==> config.mk <==
export PLATFORM = sky130hd
export DESIGN_NAME = cover_toggle_collector
export DESIGN_NICKNAME = d
export VERILOG_FILES = /design/src/rtl/cover_toggle_collector.sv
export SDC_FILE = /design/constraint.sdc
export NUM_CORES = 1
export LEC_CHECK = 0
export CORE_MARGIN = 4
export CORE_UTILIZATION = 50
export CTS_CLUSTER_DIAMETER = 50
export DETAILED_ROUTE_END_ITERATION = 6
export PLACE_DENSITY = 0.85
export SYNTH_ARGS = -nofsm -noshare
export SYNTH_HDL_FRONTEND = slang
export SYNTH_SLANG_ARGS = --single-unit
==> constraint.sdc <==
create_clock -name clock -period 6.5 [get_ports clock]
set_clock_uncertainty 0.05 [all_clocks]
set_input_delay 0.975 -clock clock [delete_from_list [all_inputs] [get_ports clock]]
set_output_delay 0.975 -clock clock [all_outputs]
set_load 0.1 [all_outputs]
==> src/rtl/cover_toggle_collector.sv <==
`default_nettype none
// ============================================================================
// Module   : cover_toggle_collector
// Brief    : Sticky first-hit toggle coverage with serialised index stream.
// Revision : 1.0
// ============================================================================
module cover_toggle_collector #(
  parameter int WIDTH       = 40,
  parameter int COVER_INDEX = 0,
  parameter int COVER_TOTAL = 8744,
  parameter int FIFO_DEPTH  = 4,
  parameter int IDX_W       = 32
) (
  input  logic                         clock,
  input  logic                         reset,
  input  logic [WIDTH-1:0]             valid,
  input  logic                         clear,
  output logic                         out_valid,
  input  logic                         out_ready,
  output logic [IDX_W-1:0]             out_index,
  output logic [$clog2(WIDTH+1)-1:0]   hit_count,
  output logic                         all_hit,
  output logic                         busy
);

  localparam int c_CNT_W = $clog2(WIDTH + 1);
  localparam int c_PTR_W = $clog2(FIFO_DEPTH);
  localparam int c_SEL_W = (WIDTH > 1) ? $clog2(WIDTH) : 1;

  localparam logic [c_PTR_W:0]   c_DEPTH    = (c_PTR_W + 1)'(FIFO_DEPTH);
  localparam logic [c_PTR_W:0]   c_CNT_ONE  = (c_PTR_W + 1)'(1);
  localparam logic [c_PTR_W-1:0] c_PTR_ONE  = c_PTR_W'(1);
  localparam logic [c_CNT_W-1:0] c_WIDTH    = c_CNT_W'(WIDTH);
  localparam logic [WIDTH-1:0]   c_MAP_ONE  = WIDTH'(1);
  localparam logic [IDX_W-1:0]   c_BASE     = IDX_W'(COVER_INDEX);

  generate
    if (COVER_INDEX + WIDTH > COVER_TOTAL) begin : g_bad_range
      $error("cover_toggle_collector: COVER_INDEX+WIDTH exceeds COVER_TOTAL");
    end
    if ((FIFO_DEPTH < 2) || ((1 << c_PTR_W) != FIFO_DEPTH)) begin : g_bad_depth
      $error("cover_toggle_collector: FIFO_DEPTH must be a power of two >= 2");
    end
    if (WIDTH < 1) begin : g_bad_width
      $error("cover_toggle_collector: WIDTH must be >= 1");
    end
  endgenerate

  logic [WIDTH-1:0]   r_hit_map;
  logic [WIDTH-1:0]   r_pending;
  logic [c_CNT_W-1:0] r_hit_count;

  logic [IDX_W-1:0]   r_mem [FIFO_DEPTH];
  logic [c_PTR_W-1:0] r_wr_ptr;
  logic [c_PTR_W-1:0] r_rd_ptr;
  logic [c_PTR_W:0]   r_count;

  logic [WIDTH-1:0]   w_new_hits;
  logic [WIDTH-1:0]   w_lowest;
  logic [c_CNT_W-1:0] w_new_cnt;
  logic [c_SEL_W-1:0] w_sel;
  logic [IDX_W-1:0]   w_push_index;
  logic               w_full;
  logic               w_pop;
  logic               w_push;

  assign w_new_hits = valid & ~r_hit_map;

  // Two's-complement trick isolates the lowest pending bit as a one-hot mask.
  assign w_lowest = r_pending & (~r_pending + c_MAP_ONE);

  always_comb begin
    w_new_cnt = '0;
    for (int i = 0; i < WIDTH; i++) begin
      w_new_cnt = w_new_cnt + c_CNT_W'(w_new_hits[i]);
    end
  end

  always_comb begin
    w_sel = '0;
    for (int i = WIDTH - 1; i >= 0; i--) begin
      if (r_pending[i]) begin
        w_sel = c_SEL_W'(i);
      end
    end
  end

  assign w_push_index = c_BASE + IDX_W'(w_sel);
  assign w_full       = (r_count == c_DEPTH);
  assign out_valid    = (r_count != '0);
  assign w_pop        = out_valid && out_ready;
  assign w_push       = !clear && (r_pending != '0) && (!w_full || w_pop);

  always_ff @(posedge clock) begin
    if (reset) begin
      r_hit_map   <= '0;
      r_pending   <= '0;
      r_hit_count <= '0;
      r_wr_ptr    <= '0;
      r_rd_ptr    <= '0;
      r_count     <= '0;
    end else begin
      if (clear) begin
        r_hit_map   <= '0;
        r_pending   <= '0;
        r_hit_count <= '0;
      end else begin
        r_hit_map   <= r_hit_map | w_new_hits;
        r_pending   <= (r_pending & ~(w_push ? w_lowest : '0)) | w_new_hits;
        r_hit_count <= r_hit_count + w_new_cnt;
      end

      if (w_push) begin
        r_wr_ptr <= r_wr_ptr + c_PTR_ONE;
      end
      if (w_pop) begin
        r_rd_ptr <= r_rd_ptr + c_PTR_ONE;
      end

      case ({w_push, w_pop})
        2'b10:   r_count <= r_count + c_CNT_ONE;
        2'b01:   r_count <= r_count - c_CNT_ONE;
        default: r_count <= r_count;
      endcase
    end
  end

  // Storage needs no reset: the head is only visible while out_valid is high.
  always_ff @(posedge clock) begin
    if (w_push && !reset) begin
      r_mem[r_wr_ptr] <= w_push_index;
    end
  end

  assign out_index = out_valid ? r_mem[r_rd_ptr] : '0;
  assign hit_count = r_hit_count;
  assign all_hit   = (r_hit_count == c_WIDTH);
  assign busy      = (r_pending != '0) || out_valid;

endmodule
`default_nettype wire

======== After elaboration in Yosys (flattened, before gate mapping) ========
Memories as Yosys holds them, arrays and structs flattened. A register that Yosys moved wholly into a read port is not among the register bits.
Cells that the tools add are included.
word-level totals
  register bits ........................... 93
  latch bits .............................. 0
  bits in writable memories ............... 24
  bits in read-only memories .............. 0
  input bits .............................. 44
  output and inout bits ................... 41
  logic and storage cells ................. 124
  memories kept ........................... 1
memory list
  name   words  bits a word  read ports  clocked after Yosys merged registers in  wr ports  RTL line  RTL
  r_mem  4      6            1           1                                        1         53        logic [IDX_W-1:0] r_mem [FIFO_DEPTH];
cells by class
  $add $sub $neg .......................... 45
  $mul .................................... 0
  divide/modulo/power cells ............... 0
  $lt $le $gt $ge ......................... 0
  eq/ne operators ......................... 4
  shift operators ......................... 0
  muxes and demuxes ....................... 47
  bitwise operators ....................... 8
  reduce and logical (&&, ||, !) cells .... 13
operators by type and width
  operator                                                            count
  6-bit 2-to-1 mux                                                    40
  6-bit by 1-bit adder with 6-bit output                              34
  40-bit AND                                                          3
  40-bit NOT                                                          3
  40-bit bitwise OR                                                   2
  40-bit by 1-bit adder with 40-bit output, second input constant     1
  40-bit 2-to-1 mux                                                   1
  40-bit nonzero test                                                 1
  32-bit 2-to-1 mux                                                   1
  5-bit by 1-bit adder with 6-bit output                              1
  6-bit adder                                                         1
  6-bit equality test, second input constant                          1
  3-bit case mux with 2 select lines                                  1
  4-bit by 1-bit adder with 5-bit output                              1
  2-bit by 1-bit adder with 2-bit output, second input constant       2
  3-bit by 1-bit adder with 4-bit output                              1
  1-bit logical AND                                                   4
  2-bit 2-to-1 mux                                                    2
  2-bit by 1-bit adder with 3-bit output                              1
  3-bit by 1-bit adder with 3-bit output, second input constant       1
  3-bit equality test, second input constant                          1
  1-bit logical NOT                                                   3
  3-bit nonzero test                                                  1
  3-bit by 1-bit subtractor with 3-bit output, second input constant  1
  other kinds (7)                                                     9

======== Depth between registers and ports, before layout ========
  word-level depth ........................ 42
  gate-level depth with buffers ........... 19
  depth with buffers taken out ............ 19

======== Worst setup path before layout ========
Ideal clock, no wire load.
  path type ............................... input to register
  from .................................... input port valid[0]
  to ...................................... register r_hit_count[4], in the netlist hit_count[4]
  setup time .............................. 128 ps
  data arrival time ....................... 6106 ps
  required time ........................... 6322 ps
  setup slack ............................. 216 ps
  stages on the path ...................... 17
  path buffers ............................ 0
  cell sequence ........................... nor2b_1 fa_1 inv_1 fa_1 fa_1 fa_1 fa_1 fa_1 fa_1 inv_1 fa_1 fa_1 a21oi_1 nor2_1 nor2_1 xor2_1 nor2_1
between the ends
  longest elaborated chain between the ends .. 41
ends and longest elaborated chain
  item                                                  RTL line  RTL
  start: declaration                                    16        input logic [WIDTH-1:0] valid,
  40-bit AND                                            67        assign w_new_hits = valid & ~r_hit_map;
  1-bit by 1-bit adder with 2-bit output                75        w_new_cnt = w_new_cnt + c_CNT_W'(w_new_hits[i]);
  2-bit by 1-bit adder with 3-bit output                75
  3-bit by 1-bit adder with 4-bit output                75
  4-bit by 1-bit adder with 5-bit output                75
  5-bit by 1-bit adder with 6-bit output                75
  6-bit by 1-bit adder with 6-bit output (34 in a row)  75
  6-bit adder                                           110       r_hit_count <= r_hit_count + w_new_cnt;
  end signal: assignment                                110
  end: declaration                                      51        logic [c_CNT_W-1:0] r_hit_count;
Every way passes these cells.
A chain may end at the register's enable or synchronous reset.

======== Worst setup path after layout ========
  from .................................... input port valid[28]
  to ...................................... register r_hit_count[4], in the netlist hit_count[4]
between the ends
  longest elaborated chain between the ends .. 14
ends and longest elaborated chain
  item                                                  RTL line
  40-bit AND                                            67
  6-bit by 1-bit adder with 6-bit output (12 in a row)  75
  6-bit adder                                           110
Every way passes these cells.

==> metrics.txt <==
Setup CP Type=in -> reg; Psw=1.685 mW; Netlist cell types=55; element type at the critical path start=input port; number of buffers created by CTS=17; final layout net count=830; met3 track utilization from global routing=5.935%; die area=0.01418 mm^2; Largest stage delay, worst path=0.58 ns; clock network fraction of total power=23.8%; Hold Path Class=reg -> reg; most common cell in the netlist=sky130_fd_sc_hd__nor2_1; fraction of power spent switching nets=39.78%; share of flip-flops with an asynchronous set or reset=0%; buffer cell driving the clock tree root=sky130_fd_sc_hd__clkbuf_16; met1 demand-to-capacity share in global routing=22.99%; CTS Buffer Depth=2; Final Setup Violations=0; number of antenna violations at the first check in global routing=0; final number of max-transition violations=0; GPL Wtd Cong=0.8611; WP data arrival=6.52 ns; r2r worst-path depth=18; Syn. warnings=0; vertical extent of the die=119.1 um; GRT Residual Overflow=0; static leakage power=3.267 nW; pin count of the biggest net entering global routing=79; highest ir drop seen on vdd=0.0006134 V; total routing resource utilization after global routing=20.53%; routed vias=4910; instance count of the mapped netlist=646; Max H-tree Level=4; fraction of final layout cells with drive strength greater than 1=11.56%; Hold Path Cell Cnt=2; Antenna Diode Count=0; initial core utilization=51.15%; hold slack=0.4003 ns; cell taking the most area after synthesis=sky130_fd_sc_hd__dfxtp_1; first-pass iteration count of the detailed router=6; Endpoint, Worst Hold=r_hit_map[29]; critical path cell sequence=clkdlybuf4s50_1 -> nand2b_1 -> fa_1 -> fa_1 -> fa_1 -> fa_1 -> fa_1 -> fa_1 -> fa_1 -> inv_1 -> fa_2 -> fa_2 -> a21oi_2 -> nor2_1 -> nor2_1 -> xor2_1 -> nor2_1; IO buf count=58; global-route met2 utilization=36.70%; clock tree from TritonCTS=yes; Max stage delay cell, worst path=sky130_fd_sc_hd__fa_1; Worst-Margin Slew=1.027 ns; # clock sinks=119; placed wire-length estimate=10.29 mm; CP max FO=2; worst rel slew slack=31.39%; CP Capture Type=flip-flop; Final Hold Vio Count=0; fraction of the cycle the final worst path needs=96.77%; WP buf/inv=2; area of all sequential standard cells=0.002623 mm^2; first-pass GRT wire length=23.03 mm; power per unit of standard cell area=549.2 mW/mm^2; P&R area growth vs syn=25.05%; Flop pwr share=20.6%; clock-pin slew reported for the worst setup and hold paths after clock tree synthesis=0.05 ns; ys flop type=sky130_fd_sc_hd__dfxtp_1; EDFF count, synth=24; floorplan die width=119.1 um; multi-input gate area in the final layout=0.003259 mm^2; run status=finished clean; DRC viols=0; power share of the combinational group=55.5%; Post-Place Cells=875; number of top-level pins=85; proportion of synthesized chip area in sequential cells=42.51%; total number of placement rows=40; clock latency of the later-clocked register in the worst-skew pair=0.42 ns; r2r endpoint=hit_count[4]; GR peak layer=met2; Cell Area, Synth=0.006170 mm^2; number of synthesized register bits=119; launch instance of the worst min-delay path=r_hit_map[29]; Register-to-Register Setup Slack=0.74 ns; dominant cell type by count on the critical path=sky130_fd_sc_hd__fa_1; Final min period=6.290 ns; smallest setup slack after layout=0.2098 ns; core area=0.01206 mm^2; commonest cells in the netlist=130 x sky130_fd_sc_hd__nor2_1, 95 x sky130_fd_sc_hd__dfxtp_1, 51 x sky130_fd_sc_hd__a21oi_1, 44 x sky130_fd_sc_hd__inv_1, 34 x sky130_fd_sc_hd__fa_1; # fillers=910; Synth Area per Inst=9.551 um^2; Worst Setup Slack post-DPL=-0.4893 ns; cell class contributing the biggest share of worst-path delay=adder cells; routed via count divided by cell count=5.384; Layout Cells excl Fill=912; average detailed-routed wire length per instance=15.74 um; fraction of synthesized cell area taken by the top area cell type=30.83%; max capacitance violation total=0; initial detailed-routing violation count=307; post-layout total power=4.237 mW; Worst Path Required=6.73 ns; Max Clk Rate=159.0 MHz; Detailed Route WL=14.36 mm; vias in the first global route=4896; number of nets still failing antenna checks after routing=0; top area cells in the synthesized netlist=sky130_fd_sc_hd__dfxtp_1 31%, sky130_fd_sc_hd__edfxtp_1 12%, sky130_fd_sc_hd__fa_1 11%, sky130_fd_sc_hd__nor2_1 7.9%, sky130_fd_sc_hd__a21oi_1 4.1%; beginning of the worst register-to-register path=r_hit_map[12]; Pint=2.552 mW
==> power groups by stage <==
stage | clock [mW] | sequential (mW) | combinational, mW
2_1_floorplan | 0 | 0.922 | 1.65
3_5_place_dp | 0 | 0.886 | 2.20
5_1_grt | 1.06 | 0.882 | 2.64
6_report | 1.01 | 0.874 | 2.35
4_1_cts | 1.02 | 0.873 | 2.29
3_3_place_gp | 0 | 0.882 | 2.15
==> cell type report <==
class	count	share of cell area (%)
Clock buffer	25	6.974
Timing Repair Buffer	85	10.54
Inverter	44	2.141
Sequential cell	119	33.99
Tap cell	168	2.725
Multi-Input combinational cell	465	42.25
Clock inverter	6	1.379
==> tightest hold or removal path, stage by stage, from the launching register on <==
cell	delay (ns)
sky130_fd_sc_hd__dfxtp_1	0.31
sky130_fd_sc_hd__nor2_1	0.04
sky130_fd_sc_hd__nor2_1	0.06
==> layer usage <==
metal  routed length (um)  part of all wire, %  up-vias
met4                  348                  2.4        0
met1                 5524                   38     2372
met2                 7681                   54      190
li1                     -                    -     2311
met3                  799                  5.6       37
met5                    0                    0        -
==> through the flow <==
stage | setup TNS (ns) | utilization [%] | cell area, um^2
floorplan | 0 | - | 6264
global placement | -1.120 | 57.63 | 6952
detailed placement | -1.593 | 57.63 | 6952
CTS | 0 | 63.00 | 7599
global route | -0.01494 | 63.96 | 7715
finish | 0 | 63.96 | 7715
==> flip-flops by register name (all words and copies together) (netlist names), named ones only <==
register   flops
hit_count      6
r_count        3
r_hit_map     40
r_mem         24
r_pending     40
r_rd_ptr       2
r_wr_ptr       2
==> layout by cell type, fill, tap and decap left out, types with 24 or more instances in the layout <==
cell type	n
sky130_fd_sc_hd__a21oi_1	50
sky130_fd_sc_hd__buf_4	27
sky130_fd_sc_hd__clkdlybuf4s50_1	46
sky130_fd_sc_hd__conb_1	26
sky130_fd_sc_hd__dfxtp_1	95
sky130_fd_sc_hd__edfxtp_1	24
sky130_fd_sc_hd__fa_1	31
sky130_fd_sc_hd__inv_1	41
sky130_fd_sc_hd__nand2_1	26
sky130_fd_sc_hd__nand2b_1	29
sky130_fd_sc_hd__nor2_1	130
==> worst max-delay path by stage <==
stage,from,endpoint,slack (ns),cells after the start
2_1_floorplan,valid[0],hit_count[4],0.22,17
3_3_place_gp,valid[6],hit_count[4],-0.39,18
3_5_place_dp,valid[6],hit_count[4],-0.49,18
4_1_cts,valid[16],hit_count[4],0.007,19
5_1_grt,valid[28],hit_count[4],-0.01,17
6_report,valid[28],hit_count[4],0.21,17
==> cells by family (layout without fill, tap and decap cells) <==
kind of cell             Yosys count  in the layout  synth area share [%]
AO/OA/AOI/OAI                    104            104                 10.38
XOR/XNOR                          11             11                 1.562
adder cells (fa/ha/maj)           54             54                 15.09
buffers and inverters             87            160                 6.895
flip-flops                       119            119                 42.51
multiplexers                       8              8                 2.596
other                              1             26               0.06078
AND/OR/NAND/NOR                  262            262                 20.91
==> what timing repair did <==
| item | CTS | global route |
|---|---|---|
| endpoints found under the setup margin | 2 | 2 |
| pin swaps | 2 | 20 |
| hold buffers | 0 | 0 |
| gates resized for setup | 1 | 27 |
| buffers inserted | 0 | 6 |
Power figures use the tool's default switching activity.
